[config.mk]
export PLATFORM = sky130hd
export DESIGN_NAME = control_unit
export DESIGN_NICKNAME = d
export VERILOG_FILES = /design/src/rtl/cpu_pkg.sv /design/src/rtl/control_unit.sv
export SDC_FILE = /design/constraint.sdc
export NUM_CORES = 1
export LEC_CHECK = 0
export CAP_MARGIN = 15
export CORE_MARGIN = 8
export CORE_UTILIZATION = 43
export DETAILED_ROUTE_END_ITERATION = 16
export GPL_TIMING_DRIVEN = 0
export PLACE_DENSITY = 0.81
export RECOVER_POWER = 50
export SLEW_MARGIN = 40
export SYNTH_ARGS = -nofsm -noshare
export SYNTH_HDL_FRONTEND = slang
export SYNTH_SLANG_ARGS = --single-unit
[constraint.sdc]
create_clock -name clock -period 2.55 [get_ports clock]
set_input_delay 0.51 -clock clock [delete_from_list [all_inputs] [get_ports clock]]
set_output_delay 0.51 -clock clock [all_outputs]
set_load 0.02 [all_outputs]
[src/rtl/cpu_pkg.sv]
// Shared CPU definitions: opcodes, ALU select codes, control-unit state encoding
// and the per-opcode last-step lookup.
package cpu_pkg;

   localparam logic [4:0] OP_LD   = 5'b00000;
   localparam logic [4:0] OP_LDI  = 5'b00001;
   localparam logic [4:0] OP_ST   = 5'b00010;
   localparam logic [4:0] OP_ADD  = 5'b00011;
   localparam logic [4:0] OP_SUB  = 5'b00100;
   localparam logic [4:0] OP_AND  = 5'b00101;
   localparam logic [4:0] OP_OR   = 5'b00110;
   localparam logic [4:0] OP_ADDI = 5'b01100;
   localparam logic [4:0] OP_BR   = 5'b10010;
   localparam logic [4:0] OP_JR   = 5'b10011;
   localparam logic [4:0] OP_JAL  = 5'b10100;
   localparam logic [4:0] OP_IN   = 5'b10101;
   localparam logic [4:0] OP_OUT  = 5'b10110;
   localparam logic [4:0] OP_NOP  = 5'b11010;
   localparam logic [4:0] OP_HALT = 5'b11011;

   localparam logic [4:0] ALU_NOP = 5'b00000;
   localparam logic [4:0] ALU_ADD = 5'b00011;

   typedef enum logic [3:0] {
      S_RESET = 4'd0,
      S_T0    = 4'd1,
      S_T1    = 4'd2,
      S_T2    = 4'd3,
      S_T3    = 4'd4,
      S_T4    = 4'd5,
      S_T5    = 4'd6,
      S_T6    = 4'd7,
      S_T7    = 4'd8,
      S_HALT  = 4'd9
   } state_t;

   // Final execute step of each instruction; never a fetch state, so a match
   // against the current state is only possible from T3 onward.
   function automatic state_t final_step(input logic [4:0] op);
      case (op)
         OP_LD, OP_ST:                                 final_step = S_T7;
         OP_LDI, OP_ADD, OP_SUB, OP_AND, OP_OR, OP_ADDI: final_step = S_T5;
         OP_BR:                                        final_step = S_T6;
         OP_JAL:                                       final_step = S_T4;
         default:                                      final_step = S_T3;
      endcase
   endfunction

endpackage

[src/rtl/control_unit.sv]
// Hardwired Moore control unit: three-step fetch, opcode-driven execute steps,
// halt on the halt opcode or a stop request seen in an instruction's last step.
module control_unit
   import cpu_pkg::*;
(
   input  logic       clock,
   input  logic       clear,
   input  logic [4:0] ir_op,
   input  logic       con_ff,
   input  logic       stop,
   output logic       PCout,
   output logic       IncPC,
   output logic       ZLOout,
   output logic       ZLOin,
   output logic       Cout,
   output logic       MDRout,
   output logic       RAMenable,
   output logic       MARin,
   output logic       PCin,
   output logic       MDRin,
   output logic       IRin,
   output logic       Yin,
   output logic       Gra,
   output logic       Grb,
   output logic       Grc,
   output logic       Rin,
   output logic       Rout,
   output logic       BAout,
   output logic       read,
   output logic       write,
   output logic       conin,
   output logic       R15in,
   output logic       OutPortenable,
   output logic       PortInout,
   output logic [4:0] aluControl,
   output logic       run
);

   state_t state_q, state_d;
   logic   last_step;

   always_ff @(posedge clock) begin
      if (clear) state_q <= S_RESET;
      else       state_q <= state_d;
   end

   assign last_step = (state_q == final_step(ir_op));

   always_comb begin
      state_d = state_q;
      case (state_q)
         S_RESET: state_d = S_T0;
         S_HALT:  state_d = S_HALT;
         S_T0, S_T1, S_T2, S_T3, S_T4, S_T5, S_T6, S_T7: begin
            if (last_step) state_d = ((ir_op == OP_HALT) || stop) ? S_HALT : S_T0;
            else           state_d = state_t'(state_q + 4'd1);
         end
         default: state_d = S_RESET;
      endcase
   end

   always_comb begin
      {PCout, IncPC, ZLOout, ZLOin, Cout, MDRout, RAMenable, MARin,
       PCin, MDRin, IRin, Yin, Gra, Grb, Grc, Rin,
       Rout, BAout, read, write, conin, R15in, OutPortenable, PortInout} = '0;
      aluControl = ALU_NOP;
      run        = (state_q inside {[S_T0:S_T7]});
      case (state_q)
         S_T0: begin PCout = 1'b1; MARin = 1'b1; IncPC = 1'b1; end
         S_T1: begin read = 1'b1; RAMenable = 1'b1; MDRin = 1'b1; end
         S_T2: begin MDRout = 1'b1; IRin = 1'b1; end
         S_T3: case (ir_op)
            OP_LD, OP_LDI, OP_ST: begin Grb = 1'b1; BAout = 1'b1; Yin = 1'b1; end
            OP_ADD, OP_SUB, OP_AND, OP_OR, OP_ADDI: begin Grb = 1'b1; Rout = 1'b1; Yin = 1'b1; end
            OP_BR:  begin Gra = 1'b1; Rout = 1'b1; conin = 1'b1; end
            OP_JR:  begin Gra = 1'b1; Rout = 1'b1; PCin = 1'b1; end
            OP_JAL: begin R15in = 1'b1; PCout = 1'b1; end
            OP_IN:  begin PortInout = 1'b1; Gra = 1'b1; Rin = 1'b1; end
            OP_OUT: begin Gra = 1'b1; Rout = 1'b1; OutPortenable = 1'b1; end
            OP_NOP, OP_HALT: ;
            default: ;
         endcase
         S_T4: case (ir_op)
            OP_LD, OP_LDI, OP_ST, OP_ADDI: begin Cout = 1'b1; ZLOin = 1'b1; aluControl = ALU_ADD; end
            OP_ADD, OP_SUB, OP_AND, OP_OR: begin Grc = 1'b1; Rout = 1'b1; ZLOin = 1'b1; aluControl = ir_op; end
            OP_BR:  begin PCout = 1'b1; Yin = 1'b1; end
            OP_JAL: begin Gra = 1'b1; Rout = 1'b1; PCin = 1'b1; end
            default: ;
         endcase
         S_T5: case (ir_op)
            OP_LD, OP_ST: begin ZLOout = 1'b1; MARin = 1'b1; end
            OP_LDI, OP_ADD, OP_SUB, OP_AND, OP_OR, OP_ADDI: begin ZLOout = 1'b1; Gra = 1'b1; Rin = 1'b1; end
            OP_BR:  begin Cout = 1'b1; ZLOin = 1'b1; aluControl = ALU_ADD; end
            default: ;
         endcase
         S_T6: case (ir_op)
            OP_LD: begin read = 1'b1; RAMenable = 1'b1; MDRin = 1'b1; end
            OP_ST: begin Gra = 1'b1; Rout = 1'b1; MDRin = 1'b1; end
            OP_BR: begin ZLOout = 1'b1; PCin = con_ff; end
            default: ;
         endcase
         S_T7: case (ir_op)
            OP_LD: begin MDRout = 1'b1; Gra = 1'b1; Rin = 1'b1; end
            OP_ST: begin write = 1'b1; RAMenable = 1'b1; end
            default: ;
         endcase
         default: ;
      endcase
   end

endmodule

# Yosys cells after proc, flatten, opt, wreduce, memory -nomap -nowiden

Memories as Yosys holds them, arrays and structs flattened.
Index checks and enable logic that the tools add are counted.

Register bits after elaboration: 4
ROM bits: 128
Bits of input ports: 9
Output and inout port bits: 30
Logic and storage cells: 89
Memories: 1

Memory list:

| name            | depth | width | rd ports | clocked after memory_dff | wr ports | line          | RTL |
|---|---|---|---|---|---|---|---|
| (no name shown) | 32    | 4     | 1        | 0                        | 0        | cpu_pkg.sv:40 | `case (op)` |

Add/sub/neg operators: 1
Magnitude comparators: 2
Eq/ne operators: 23
Mux-type cells: 47
Reduce and logical (&&, ||, !) cells: 14

Operator list:

| kind                                                               | count |
|---|---|
| == test 5 bit (second input constant)                              | 6 |
| two-way mux 1 bit                                                  | 27 |
| OR reduction 8 bit                                                 | 3 |
| case mux 5 bit (2 select lines)                                    | 2 |
| == test 4 x 3 -> 1 bit (second input constant)                     | 4 |
| case mux 1 bit (2 select lines)                                    | 8 |
| == test 5 x 3 -> 1 bit (second input constant)                     | 3 |
| case mux 1 bit (3 select lines)                                    | 5 |
| case mux 4 bit (3 select lines)                                    | 1 |
| OR reduction 4 bit                                                 | 3 |
| == test 5 x 2 -> 1 bit (second input constant)                     | 2 |
| == test 4 x 2 -> 1 bit (second input constant)                     | 2 |
| == test 4 bit (second input constant)                              | 2 |
| two-way mux 4 bit                                                  | 2 |
| OR reduction 6 bit                                                 | 1 |
| == test 5 x 1 -> 1 bit (second input constant)                     | 1 |
| == test 5 x 4 -> 1 bit (second input constant)                     | 1 |
| zero test 5 bit                                                    | 1 |
| case mux 1 bit (5 select lines)                                    | 1 |
| OR reduction 5 bit                                                 | 1 |
| adder 4 x 1 -> 4 bit (second input constant)                       | 1 |
| == test 4 x 1 -> 1 bit (second input constant)                     | 1 |
| == test 4 bit                                                      | 1 |
| greater-or-equal comparator 4 x 1 -> 1 bit (second input constant) | 1 |
| 7 further kinds                                                    | 7 |

# Longest topological paths before layout

Depth in word-level cells: 5
Gate-level depth with buffers: 8

# Worst setup path before layout

OpenSTA, ideal clock, no wires.

Path kind: input -> output
From: input ir_op[3]
To: output aluControl[0]
Arrival: 1.899 ns
Required time: 2.040 ns
Setup slack: 0.141 ns
Stages: 6
Cells stage by stage: buf_2 a211oi_1 a31oi_1 or3_1 a21boi_1 a21o_1

Longest elaborated chain between the ends: 4
Elaborated cells between the ends (all ways): 14
Classes of those cells: eq/ne (8); mux (3); reduce/logical (3)

Ends and longest elaborated chain:

| element                                        | line               | RTL |
|---|---|---|
| from (decl)                                    | control_unit.sv:8  | `input logic [4:0] ir_op,` |
| == test 5 x 2 -> 1 bit (tied with other cells) | control_unit.sv:83 | `S_T4: case (ir_op)` |
| OR reduction 4 bit                             | control_unit.sv:83 |  |
| case mux 5 bit (2 select lines)                | control_unit.sv:83 |  |
| case mux 5 bit (2 select lines) *              | control_unit.sv:68 | `case (state_q)` |
| to (decl)                                      | control_unit.sv:35 | `output logic [4:0] aluControl,` |

Every way passes the cells marked *; elsewhere a longest branch is shown, timed or not.

# Final worst setup path

From: register state_q[0]
To: output Rin

Longest elaborated chain between the ends: 2
Elaborated cells between the ends (all ways): 4
Classes of those cells: eq/ne (3); mux (1)

Ends and longest elaborated chain:

| element                                                        | line               | RTL |
|---|---|---|
| from (decl)                                                    | control_unit.sv:39 | `state_t state_q, state_d;` |
| from (signal assigned)                                         | control_unit.sv:44 | `else state_q <= state_d;` |
| == test 4 bit / == test 4 x 3 -> 1 bit (equally long branches) | control_unit.sv:68 |  |
| case mux 1 bit (3 select lines) *                              | control_unit.sv:68 |  |
| to (decl)                                                      | control_unit.sv:26 | `output logic Rin,` |

Marked as above.

==> results.py <==
metrics = {
    "logic_synthesis": {
        "synthArstFlopShare_pct": 0,
        "ys.flop_type": "dfxtp_1",
        "synth_compound_area_share_pct": 26.0,
        "synthXorXnorAreaFrac_pct": 4.65,
        "avgSynthCellArea_sq_um": 6.88,
        "synth.distinct_cells": 49,
        "synth_seq_cells": 4,
        "yosysSeqAreaShare_pct": 8.50,
        "synth_top_family_by_area": "simple AND/OR/NAND/NOR gates",
        "syn_inst": 137,
        "syn_area_sq_um": 942,
        "synth-simple-area-share_pct": 44.4,
        "synth-adder-area-share_pct": 5.31,
        "synthMuxAreaShare_pct": 2.26,
        "ys_warn_count": 0,
        "synth_edf_count": 0,
    },
    "timing": {
        "setup_viol": 0,
        "fin_crit_ns": 2.51,
        "setup-tns-final_ns": 0,
        "maxSlewViolCount": 0,
        "whs_ns": 0.578,
        "hold_violations": 0,
        "finClkSkew_ns": 0.00107,
        "fmax_mhz": 399,
        "rsz0062_at_grt": "no",
        "period_share_pct": 98.4,
    },
    "power": {
        "power_density_nw_per_um2": 481,
        "clkPwrFrac_pct": 12.0,
        "sw_frac_of_total_pct": 50.5,
        "power.leakage_nw": 0.661,
        "seq_power_share_pct": 15.3,
        "p_int_mw": 0.328,
        "combPwrFrac_pct": 72.7,
        "switchingPower_mw": 0.334,
        "peakVddDrop_mv": 0.443,
    },
    "setup_path": {
        "worst_setup_path_end_kind": "output pin",
        "critPathMaxFanout": 5,
        "cp_data_arrival_time_ns": 2.00,
        "worstPathRequired_ns": 2.04,
        "critPathKind": "reg -> out",
        "start_kind": "register",
    },
    "detailed_routing": {
        "drc": 0,
        "drtPass1Iterations": 4,
        "drtIter0Drc": 55,
        "routed_wl_mm": 3.16,
        "vias": 1182,
        "avgRoutedWirePerCell_um": 15.2,
        "vias_per_cell": 5.68,
        "ant_nets": 0,
    },
    "clock_network": {
        "htreeDepth": 1,
        "cts_tree": "built",
        "root_buffer": "clkbuf_4",
        "worstSkewPairLatency_ns": 0.24,
        "cts_buffers": 3,
        "clkSlewWorstSetupHoldPaths_ns": 0.04,
        "clockBufferDepth": 2,
        "cts_sinks": 4,
        "postCtsHoldBufs": 0,
    },
    "global_routing": {
        "grt_pass1_wl_mm": 5.37,
        "grt_antenna_before_repair": 0,
        "overflow": 0,
        "grt_pass1_vias": 1137,
        "grt_max_degree": 11,
        "grt_usage_pct": 15.4,
    },
    "place": {
        "gp_congestion": 0.858,
        "post_dp_cell_area_sq_um": 1320,
        "portBuffers": 34,
        "dpl.hpwl_mm": 2.38,
    },
    "cells_and_area": {
        "regMostFlops": "state_q",
        "area_growth_syn_to_layout_pct": 45.8,
        "nNetsFinal": 195,
        "fillers": 204,
        "regArea_sq_um": 81.3,
        "top_regs": "state_q: 4 flops",
        "final_layout_size_suffix_gt1_share_pct": 28.3,
        "fin_util_pct": 63.9,
        "multi_input_area_sq_um": 828,
        "final_area_sq_um": 1370,
        "antenna_cells": 0,
        "largest_reg_flops": 4,
    },
    "floorplanning": {
        "num_rows": 17,
        "fp.coreArea_sq_um": 2150,
        "ios": 39,
        "die_w_um": 62.8,
        "die-area_sq_um": 3950,
        "start_util_pct": 43.9,
        "die_h_um": 62.8,
    },
    "status": {
        "status": "finished clean",
    },
    "run": {
        "cap_violations": 0,
    },
    "worst_hold_path": {
        "hold_class": "reg -> reg",
    },
}
==> worst paths after layout <==
| path | to | cells after the start | startpoint | slack, ns |
|---|---|---|---|---|
| worst max register to register | state_q[3] | 7 | state_q[1] | 0.78 |
| worst min-delay path | state_q[0] | 1 | state_q[0] | 0.58 |
| worst max-delay path | Rin | 6 | state_q[0] | 0.04 |
| worst min register to register | state_q[0] | 1 | state_q[0] | 0.58 |
==> Yosys cell counts (all sizes together), types with 3 or more instances <==
cell     n  share of area [%]
nand3    8                4.8
nand3b   3                2.4
clkbuf   5                2.0
nor3     3                1.6
nor4     3                4.2
dfxtp    4                8.5
buf      7                4.5
a21o     3                2.4
nand4    3                2.0
xor2     5                4.6
inv      5                2.0
and2     5                3.3
o21ai    4                2.1
nor2b    4                2.7
and3     3                2.0
nand2b   4                2.7
a21oi    7                3.7
nand2    9                3.6
nor2    17                6.8
ha       4                5.3
==> cell families after synthesis <==
group / count (synthesis)
compound gates: 32
other cells: 1
mux: 2
xor+xnor: 5
buf+inv: 17
flops: 4
simple gates: 72
fa+ha+maj: 4
==> power groups by stage <==
stage	logic [mW]	registers [mW]	clock network (mW)
after floorplan	0.317	0.0954	0
after global placement	0.482	0.0994	0
after detailed placement	0.493	0.100	0
after CTS	0.486	0.100	0.0812
after global routing	0.523	0.103	0.0831
final	0.481	0.101	0.0796
==> per-layer routing <==
metal  part of all wire, %  global-route usage (%)  routed length [um]  vias up
li1                      -                       -                   -      579
met1                    44                    18.5                1390      544
met2                    47                    25.5                1500       55
met3                   7.5                    4.12                 238        4
met4                   1.1                    5.70                  35        0
met5                     0                       0                   0        -
==> final cells by class <==
type,count,share of cell area (%)
flip-flops and latches,4,5.92
repair buffers,40,22.8
multi-input cells,117,60.3
plain buffers,11,5.46
clock buffers,3,1.64
well taps,28,2.55
inverters,5,1.37
==> metrics by stage <==
step	cells	setup slack, ns	power (mW)
2_1_floorplan	138	0.141	0.412
3_3_place_gp	200	-0.843	0.581
3_5_place_dp	200	-0.845	0.594
4_1_cts	207	-0.0684	0.668
5_1_grt	208	0.00277	0.709
6_report	208	0.0416	0.661
==> worst max-delay path, cell delays in order, from the launching register on <==
cell and delay, ns:
dfxtp_1 0.35, inv_2 0.12, ha_2 0.23, nand2_1 0.11, or4_1 0.54, o21ai_1 0.12, clkdlybuf4s15_2 0.29
==> layout by cell type, fill, tap and decap left out, types with 3 or more instances in the layout <==
cell / n
nand2_1: 9
clkbuf_4: 3
nand4_1: 3
xor2_1: 5
dfxtp_1: 3
nor2_1: 16
clkdlybuf4s50_1: 4
nand3b_1: 3
and2_1: 5
clkbuf_1: 3
a21o_1: 3
buf_4: 9
nor3_1: 3
buf_2: 6
clkbuf_2: 7
nand3_1: 6
inv_1: 4
dlygate4sd2_1: 17
and3_1: 3
nand2b_1: 4
nor2b_1: 3
a21oi_1: 5
==> repair_timing <==
action                                  4_1_cts  5_1_grt
pin swaps                                     5        2
cloned                                        0        1
gates resized for setup                      65       23
setup buffers                                 5        0
endpoints found under the setup margin       27       15
(Power assumes the default switching activity.)
